--- src/rtl/adc_pkg.sv ---
// Shared types and default timing for the serial SAR ADC emulator.
package adc_pkg;

  localparam int ADC_BITS = 18;

  // Default timing; the controller derives its T2 (CNVST to BUSY) and
  // T9 (conversion time) waits from the same values.
  localparam int T_CONV_DELAY        = 2;
  localparam int T_BUSY_CYCLES       = 60;
  localparam int T_RESET_BUSY_CYCLES = 20;

  typedef enum logic [2:0] {
    ST_RST_HOLD,
    ST_RST_BUSY,
    ST_IDLE,
    ST_CONV_DLY,
    ST_CONV_BUSY,
    ST_DATA
  } adc_state_t;

  // Internal visibility for checkers: FSM state, trigger arm, bit counter
  // and the registered pin edges {sclk, cnvst, cs}.
  typedef struct packed {
    adc_state_t  state;
    logic        armed;
    logic [4:0]  bitcnt;
    logic [2:0]  fall;
    logic [2:0]  rise;
  } adc_dbg_t;

  // Offset binary is two's complement with the MSB inverted.
  function automatic logic [ADC_BITS-1:0] apply_ob2c(input logic [ADC_BITS-1:0] raw,
                                                     input logic ob2c);
    return {raw[ADC_BITS-1] ^ ob2c, raw[ADC_BITS-2:0]};
  endfunction

endpackage

--- src/rtl/adc_serial_emulator_if.sv ---
// Pin bundle between the ADC controller (master) and the ADC (slave).
// Pin semantics: CNVST/CS active-low, SCLK idles high and the controller
// samples SDOUT in the cycle it drives SCLK low; BUSY high means no data is
// available; RDERROR is sticky until the RESET pin is pulsed.
interface adc_serial_emulator_if;
  logic SCLK;
  logic CNVST;
  logic CS;
  logic RESET;
  logic OB2C;
  logic PD;
  logic SDOUT;
  logic BUSY;
  logic RDERROR;

  modport master (output SCLK, CNVST, CS, RESET, OB2C, PD,
                  input  SDOUT, BUSY, RDERROR);
  modport slave  (input  SCLK, CNVST, CS, RESET, OB2C, PD,
                  output SDOUT, BUSY, RDERROR);
endinterface

--- src/rtl/adc_serial_emulator_edge_detect.sv ---
// Registered edge detector for a pin that is synchronous to clk.
module adc_edge_detect #(
  parameter logic RESET_LEVEL = 1'b1
) (
  input  logic clk,
  input  logic reset,
  input  logic pin,
  output logic fall,
  output logic rise
);

  logic pin_q;

  // Previous-cycle pin value; reset to the pin's idle level so no edge fires.
  always_ff @(posedge clk) begin
    if (reset) pin_q <= RESET_LEVEL;
    else       pin_q <= pin;
  end

  assign fall = pin_q & ~pin;
  assign rise = ~pin_q & pin;

endmodule

--- src/rtl/adc_serial_emulator.sv ---
// Pin-level emulation of the 18-bit serial SAR ADC for the loopback build.
module adc_serial_emulator
  import adc_pkg::*;
#(
  parameter int CONV_DELAY         = T_CONV_DELAY,
  parameter int BUSY_CYCLES        = T_BUSY_CYCLES,
  parameter int RESET_BUSY_CYCLES  = T_RESET_BUSY_CYCLES,
  parameter bit RETRIGGER_ON_LEVEL = 1'b1
) (
  input  logic                clk,
  input  logic                reset,
  adc_serial_emulator_if.slave bus,
  input  logic [ADC_BITS-1:0] sample_in,
  input  logic                use_counter,
  input  logic                inject_rderror,
  output logic [15:0]         conv_count,
  output adc_dbg_t            dbg
);

  localparam logic [15:0] DLY_LAST  = 16'(CONV_DELAY - 1);
  localparam logic [15:0] BUSY_LAST = 16'(BUSY_CYCLES - 1);
  localparam logic [15:0] RST_LAST  = 16'(RESET_BUSY_CYCLES - 1);
  localparam logic [4:0]  BITS      = 5'(ADC_BITS);

  adc_state_t          state, state_n;
  logic [15:0]         tmr;
  logic [ADC_BITS-1:0] shreg, ramp;
  logic [4:0]          bitcnt;
  logic                armed, rderror;
  logic                trig, conv_done, stray_sclk;
  logic                sclk_fall, sclk_rise, cnvst_fall, cnvst_rise, cs_fall, cs_rise;

  adc_edge_detect #(.RESET_LEVEL(1'b1)) u_sclk_edge (
    .clk(clk), .reset(reset), .pin(bus.SCLK), .fall(sclk_fall), .rise(sclk_rise));
  adc_edge_detect #(.RESET_LEVEL(1'b1)) u_cnvst_edge (
    .clk(clk), .reset(reset), .pin(bus.CNVST), .fall(cnvst_fall), .rise(cnvst_rise));
  adc_edge_detect #(.RESET_LEVEL(1'b1)) u_cs_edge (
    .clk(clk), .reset(reset), .pin(bus.CS), .fall(cs_fall), .rise(cs_rise));

  // A conversion may only start from IDLE or DATA; PD and the RESET pin block it.
  assign trig = (state == ST_IDLE || state == ST_DATA) && !bus.RESET && !bus.PD &&
                armed && !bus.CNVST && (cnvst_fall || RETRIGGER_ON_LEVEL);

  // Clocking SCLK while the ADC has no data to shift out is a read error.
  assign stray_sclk = sclk_fall && !bus.CS &&
                      (state inside {ST_CONV_DLY, ST_CONV_BUSY, ST_RST_HOLD, ST_RST_BUSY});

  // Next-state decode; the RESET pin overrides every other transition.
  always_comb begin
    state_n   = state;
    conv_done = 1'b0;
    case (state)
      ST_RST_HOLD:  state_n = ST_RST_BUSY;
      ST_RST_BUSY:  if (tmr == RST_LAST) state_n = ST_IDLE;
      ST_IDLE,
      ST_DATA:      if (trig) state_n = ST_CONV_DLY;
      ST_CONV_DLY:  if (tmr == DLY_LAST) state_n = ST_CONV_BUSY;
      ST_CONV_BUSY: if (tmr == BUSY_LAST) begin
                      state_n   = ST_DATA;
                      conv_done = 1'b1;
                    end
      default:      state_n = ST_IDLE;
    endcase
    if (bus.RESET) begin
      state_n   = ST_RST_HOLD;
      conv_done = 1'b0;
    end
  end

  // State register plus a dwell timer that restarts on every state change.
  always_ff @(posedge clk) begin
    if (reset) begin
      state <= ST_IDLE;
      tmr   <= '0;
    end else begin
      state <= state_n;
      tmr   <= (state_n != state) ? 16'd0 : tmr + 16'd1;
    end
  end

  // Sample capture, serial shift, counters, trigger arm and read-error flag.
  always_ff @(posedge clk) begin
    if (reset) begin
      shreg      <= '0;
      ramp       <= '0;
      conv_count <= '0;
      bitcnt     <= '0;
      armed      <= 1'b1;
      rderror    <= 1'b0;
    end else if (bus.RESET) begin
      shreg   <= '0;
      bitcnt  <= '0;
      armed   <= 1'b1;
      rderror <= 1'b0;
    end else begin
      if (trig) begin
        shreg <= apply_ob2c(use_counter ? ramp : sample_in, bus.OB2C);
        ramp  <= ramp + 1'b1;
        armed <= 1'b0;
        if (state == ST_DATA && bitcnt != 5'd0 && bitcnt < BITS) rderror <= 1'b1;
      end else if (cnvst_rise || (RETRIGGER_ON_LEVEL && cs_rise)) begin
        armed <= 1'b1;
      end

      if (conv_done) begin
        bitcnt     <= '0;
        conv_count <= conv_count + 16'd1;
      end else if (cs_rise) begin
        bitcnt <= '0;
      end else if (state == ST_DATA && !trig && sclk_fall && !bus.CS) begin
        shreg <= {shreg[ADC_BITS-2:0], 1'b0};
        if (bitcnt <= BITS) bitcnt <= bitcnt + 5'd1;
        if (bitcnt >= BITS) rderror <= 1'b1;
      end

      if (stray_sclk || inject_rderror) rderror <= 1'b1;
    end
  end

  assign bus.BUSY    = (state == ST_RST_BUSY) || (state == ST_CONV_BUSY);
  assign bus.SDOUT   = (!bus.CS && state == ST_DATA && !bus.PD) ? shreg[ADC_BITS-1] : 1'b0;
  assign bus.RDERROR = rderror;

  assign dbg.state  = state;
  assign dbg.armed  = armed;
  assign dbg.bitcnt = bitcnt;
  assign dbg.fall   = {sclk_fall, cnvst_fall, cs_fall};
  assign dbg.rise   = {sclk_rise, cnvst_rise, cs_rise};

endmodule

--- src/flat_wrapper.sv ---
// flat-port wrapper written by rule: the top's interface ports become plain ports
module adc_serial_emulator_flat import adc_pkg::*;
#(
  parameter int CONV_DELAY         = T_CONV_DELAY,
  parameter int BUSY_CYCLES        = T_BUSY_CYCLES,
  parameter int RESET_BUSY_CYCLES  = T_RESET_BUSY_CYCLES,
  parameter bit RETRIGGER_ON_LEVEL = 1'b1
)
  (clk, reset, sample_in, use_counter, inject_rderror, conv_count, dbg, bus_SCLK, bus_CNVST, bus_CS, bus_RESET, bus_OB2C, bus_PD, bus_SDOUT, bus_BUSY, bus_RDERROR);
  adc_serial_emulator_if bus_i ();
  input  logic clk;
  input  logic reset;
  input  logic [ADC_BITS-1:0] sample_in;
  input  logic use_counter;
  input  logic inject_rderror;
  output logic [15:0] conv_count;
  output adc_dbg_t dbg;
  input wire logic [$bits(bus_i.SCLK)-1:0] bus_SCLK;
  input wire logic [$bits(bus_i.CNVST)-1:0] bus_CNVST;
  input wire logic [$bits(bus_i.CS)-1:0] bus_CS;
  input wire logic [$bits(bus_i.RESET)-1:0] bus_RESET;
  input wire logic [$bits(bus_i.OB2C)-1:0] bus_OB2C;
  input wire logic [$bits(bus_i.PD)-1:0] bus_PD;
  output wire logic [$bits(bus_i.SDOUT)-1:0] bus_SDOUT;
  output wire logic [$bits(bus_i.BUSY)-1:0] bus_BUSY;
  output wire logic [$bits(bus_i.RDERROR)-1:0] bus_RDERROR;
  assign bus_i.SCLK = bus_SCLK;
  assign bus_i.CNVST = bus_CNVST;
  assign bus_i.CS = bus_CS;
  assign bus_i.RESET = bus_RESET;
  assign bus_i.OB2C = bus_OB2C;
  assign bus_i.PD = bus_PD;
  assign bus_SDOUT = bus_i.SDOUT;
  assign bus_BUSY = bus_i.BUSY;
  assign bus_RDERROR = bus_i.RDERROR;
  adc_serial_emulator #(.CONV_DELAY(CONV_DELAY), .BUSY_CYCLES(BUSY_CYCLES), .RESET_BUSY_CYCLES(RESET_BUSY_CYCLES), .RETRIGGER_ON_LEVEL(RETRIGGER_ON_LEVEL)) u_core (.clk(clk), .reset(reset), .bus(bus_i), .sample_in(sample_in), .use_counter(use_counter), .inject_rderror(inject_rderror), .conv_count(conv_count), .dbg(dbg));
endmodule
--- config.mk ---
export PLATFORM = sky130hd
export DESIGN_NAME = adc_serial_emulator_flat
export DESIGN_NICKNAME = d
export VERILOG_FILES = /design/src/rtl/adc_pkg.sv /design/src/rtl/adc_serial_emulator_if.sv /design/src/rtl/adc_serial_emulator_edge_detect.sv /design/src/rtl/adc_serial_emulator.sv /design/src/flat_wrapper.sv
export SDC_FILE = /design/constraint.sdc
export NUM_CORES = 1
export LEC_CHECK = 0
export BUFFER_PORTS_ARGS = -buffer_cell sky130_fd_sc_hd__buf_2
export CAP_MARGIN = 20
export CORE_MARGIN = 10
export CORE_UTILIZATION = 60
export CTS_CLUSTER_SIZE = 10
export DETAILED_ROUTE_END_ITERATION = 12
export PLACE_DENSITY_LB_ADDON = 0.15
export RECOVER_POWER = 100
export SKIP_CTS_REPAIR_TIMING = 1
export SLEW_MARGIN = 20
export SYNTH_ARGS = -nofsm -noshare
export SYNTH_HDL_FRONTEND = slang
export SYNTH_HIERARCHICAL = 1
export SYNTH_SLANG_ARGS = --single-unit
--- constraint.sdc ---
create_clock -name clk -period 3.3 [get_ports clk]
set_clock_uncertainty 0.2 [all_clocks]
set_input_delay 0.33 -clock clk [delete_from_list [all_inputs] [get_ports clk]]
set_output_delay 0.33 -clock clk [all_outputs]
set_load 0.005 [all_outputs]
==> results.toml <==
[grt]
grt_pass1_vias = 3306
grt_use_met3 = 0.0477
grt_max_degree = 42
grtUsageMet1 = 0.217
antenna_found_initial = 0
use_met2 = 0.251
grt_usage = 0.166
top_usage_layer = "met2"
grt-ovfl-total = 0
grt_pass1_wl_um = 15400

[pwr]
p_per_area_mw_per_mm2 = 412
power_uw = 1900
vdd.ir_drop.worst_v = 0.000253
p_leak_uw = 0.00173

[timing]
fin_crit_sh = 0.828
period_minus_slack_ns = 2.73
finalMaxSlewViolations = 42
fin_ws_ns = 0.566
tns_ns = 0
worst_slew_pin_slew_ns = 1.72
timing.fmax_ghz = 0.366
setup_violations = 0
relSlewSlack = -0.148
rsz0062_at_grt = "false"
finalHoldViolCount = 0

[setup_path]
crit_path_start_kind = "flop"
cp_max_fo = 16
path_class = "reg -> reg"
crit_arrival_ns = 2.80
critical_path.startpoint = "u_core/tmr[7]$_SDFF_PP0_"
r2r_start = "u_core/tmr[7]$_SDFF_PP0_"
cp.required_ns = 3.37
worst_setup_path_end_kind = "flop"

[die]
initial_core_util = 0.617
die_width_um = 104
die_y_um = 104
die-area_mm2 = 0.0108
io_pins = 62
num_rows = 30
core_mm2 = 0.00683

[outcome]
violations = "capacitance limit, slew limit"
status = "complete, but fails checks"

[synth]
ys_ff_latch = 81
synthFlopType = "dfxtp_1"
async_flop_share = 0
ys_seq_area_frac = 0.384
syn_nets = 535
yosys.area.top_type = "dfxtp_1"
yosys-top-cells-count = "92 x nor2_1, 81 x dfxtp_1, 33 x nand2_1"
yosys_warnings = 6
synth_area_leaders = "dfxtp_1 38%, nor2_1 8.2%, mux2i_1 5.0%"
yosysUniqueCellTypes = 58
synth_cells = 500
syn_area_per_cell_um2 = 8.44
yosysTopAreaCellShare = 0.384
synth_edf_count = 0
syn_area_mm2 = 0.00422
synth.most_common_cell = "nor2_1"

[routing]
vias = 3589
drtPass1Iterations = 5
drt_iter0_drc = 225
drt_wl_total_um = 9200
ant_nets = 0
vias_per_cell = 5.57
wl_per_cell_um = 14.3
drc = 0

[final_layout]
finalNonFillerCells = 644
drive_above_1_share = 0.113
area_growth_pct = 9.29
layout.nets = 578
antenna_cells = 0

[clocking]
clkSinkCount = 81
htreeDepth = 3
cts_buffers = 9
root_buffer = "clkbuf_8"
cts_tree = "built"
clk_latency_ns = 0.36
clock_path_buffers = 2
cts.reportedPaths.clkPinSlew_ns = 0.09

[worst_hold_path]
min_from = "bus_CS"
worstHoldPathType = "in -> reg"

[place]
portBuffers = 61
place_ws_ns = 0.757
placedCellCount = 627
routabilityCongestion = 0.834
dp_hpwl_um = 6440

[run]
cap_violations = 1
cell type report:
type,count,area (µm²)
Multi-Input combinational cell,375,2330
Tap cell,96,120
Clock buffer,9,124
Sequential cell,81,1620
Clock inverter,7,76.3
Fill cell,610,2220
Timing Repair Buffer,65,300
Inverter,11,41.3
layout by cell type, fill, tap and decap left out, types with 3 or more instances in the layout:
master,n
a211oi_1,16
xor2_1,21
buf_2,33
ha_1,7
inv_1,11
o21a_1,3
xnor2_1,19
clkbuf_8,9
nand2_1,33
and2b_1,3
or2_1,4
nor3b_1,4
and4_1,3
a21o_1,3
a31oi_1,3
or3_1,8
and3_1,7
nand3_1,22
mux2i_1,21
nor3_1,8
clkbuf_1,28
nor2b_1,4
nand4_1,14
o21ai_0,11
a21oi_1,32
dfxtp_1,81
nor2_1,92
per-layer routing:
metal,vias up,routed length (µm)
met1,1668,4390
met4,0,91
met5,-,0
met3,9,488
met2,91,4230
li1,1821,-
logic make-up (layout without fill, tap and decap cells):
family | Yosys count | after routing | share of synthesized area
simple gates | 221 | 221 | 0.276
compound gates | 83 | 83 | 0.125
flops | 81 | 81 | 0.384
buf+inv | 44 | 92 | 0.0516
xor+xnor | 40 | 40 | 0.0831
mux | 23 | 23 | 0.0561
fa+ha+maj | 8 | 8 | 0.0231
stage by stage:
| step | instance area [µm²] | hold WS, ns | utilization |
|---|---|---|---|
| 5_1_grt | 4610 | 0.00231 | 0.675 |
| 4_1_cts | 4690 | -0.0433 | 0.687 |
| 2_1_floorplan | 4220 | 0.227 | - |
| 3_3_place_gp | 4490 | 0.268 | 0.658 |
| 3_5_place_dp | 4490 | 0.281 | 0.658 |
| 6_report | 4610 | 0.0167 | 0.675 |
worst paths after layout:
kind	to	slack, ns	cells past startpoint
max	u_core/tmr[6]$_SDFF_PP0_	0.57	6
min	u_core/u_cs_edge/pin_q$_SDFF_PP1_	0.02	2
max reg2reg	u_core/tmr[6]$_SDFF_PP0_	0.57	6
min reg2reg	u_core/tmr[0]$_SDFF_PP0_	0.29	1
registers in the layout (all words and copies together), names as in the netlist:
name	flops
u_core/conv_count	16
u_core/armed	1
u_core/bitcnt	5
u_core/tmr	16
u_core/state	3
u_core/u_sclk_edge/pin_q	1
u_core/ramp	18
u_core/shreg	18
u_core/u_cs_edge/pin_q	1
u_core/u_cnvst_edge/pin_q	1
u_core/bus.RDERROR	1
where the power goes:
group,switching (µW),total [µW],internal [µW]
combinational,88.5,158,69.2
clock,383,738,354
sequential,15.6,1010,990
total,487,1900,1410
critical path, cell delays in order (launching register included):
cell and delay [ns]:
dfxtp_1 0.39, nor4_4 0.36, nand4_1 0.25, o211a_1 0.30
o221ai_1 0.18, mux2_1 0.58, nor4b_1 0.37
No activity file was read; power rests on OpenSTA's default activity.
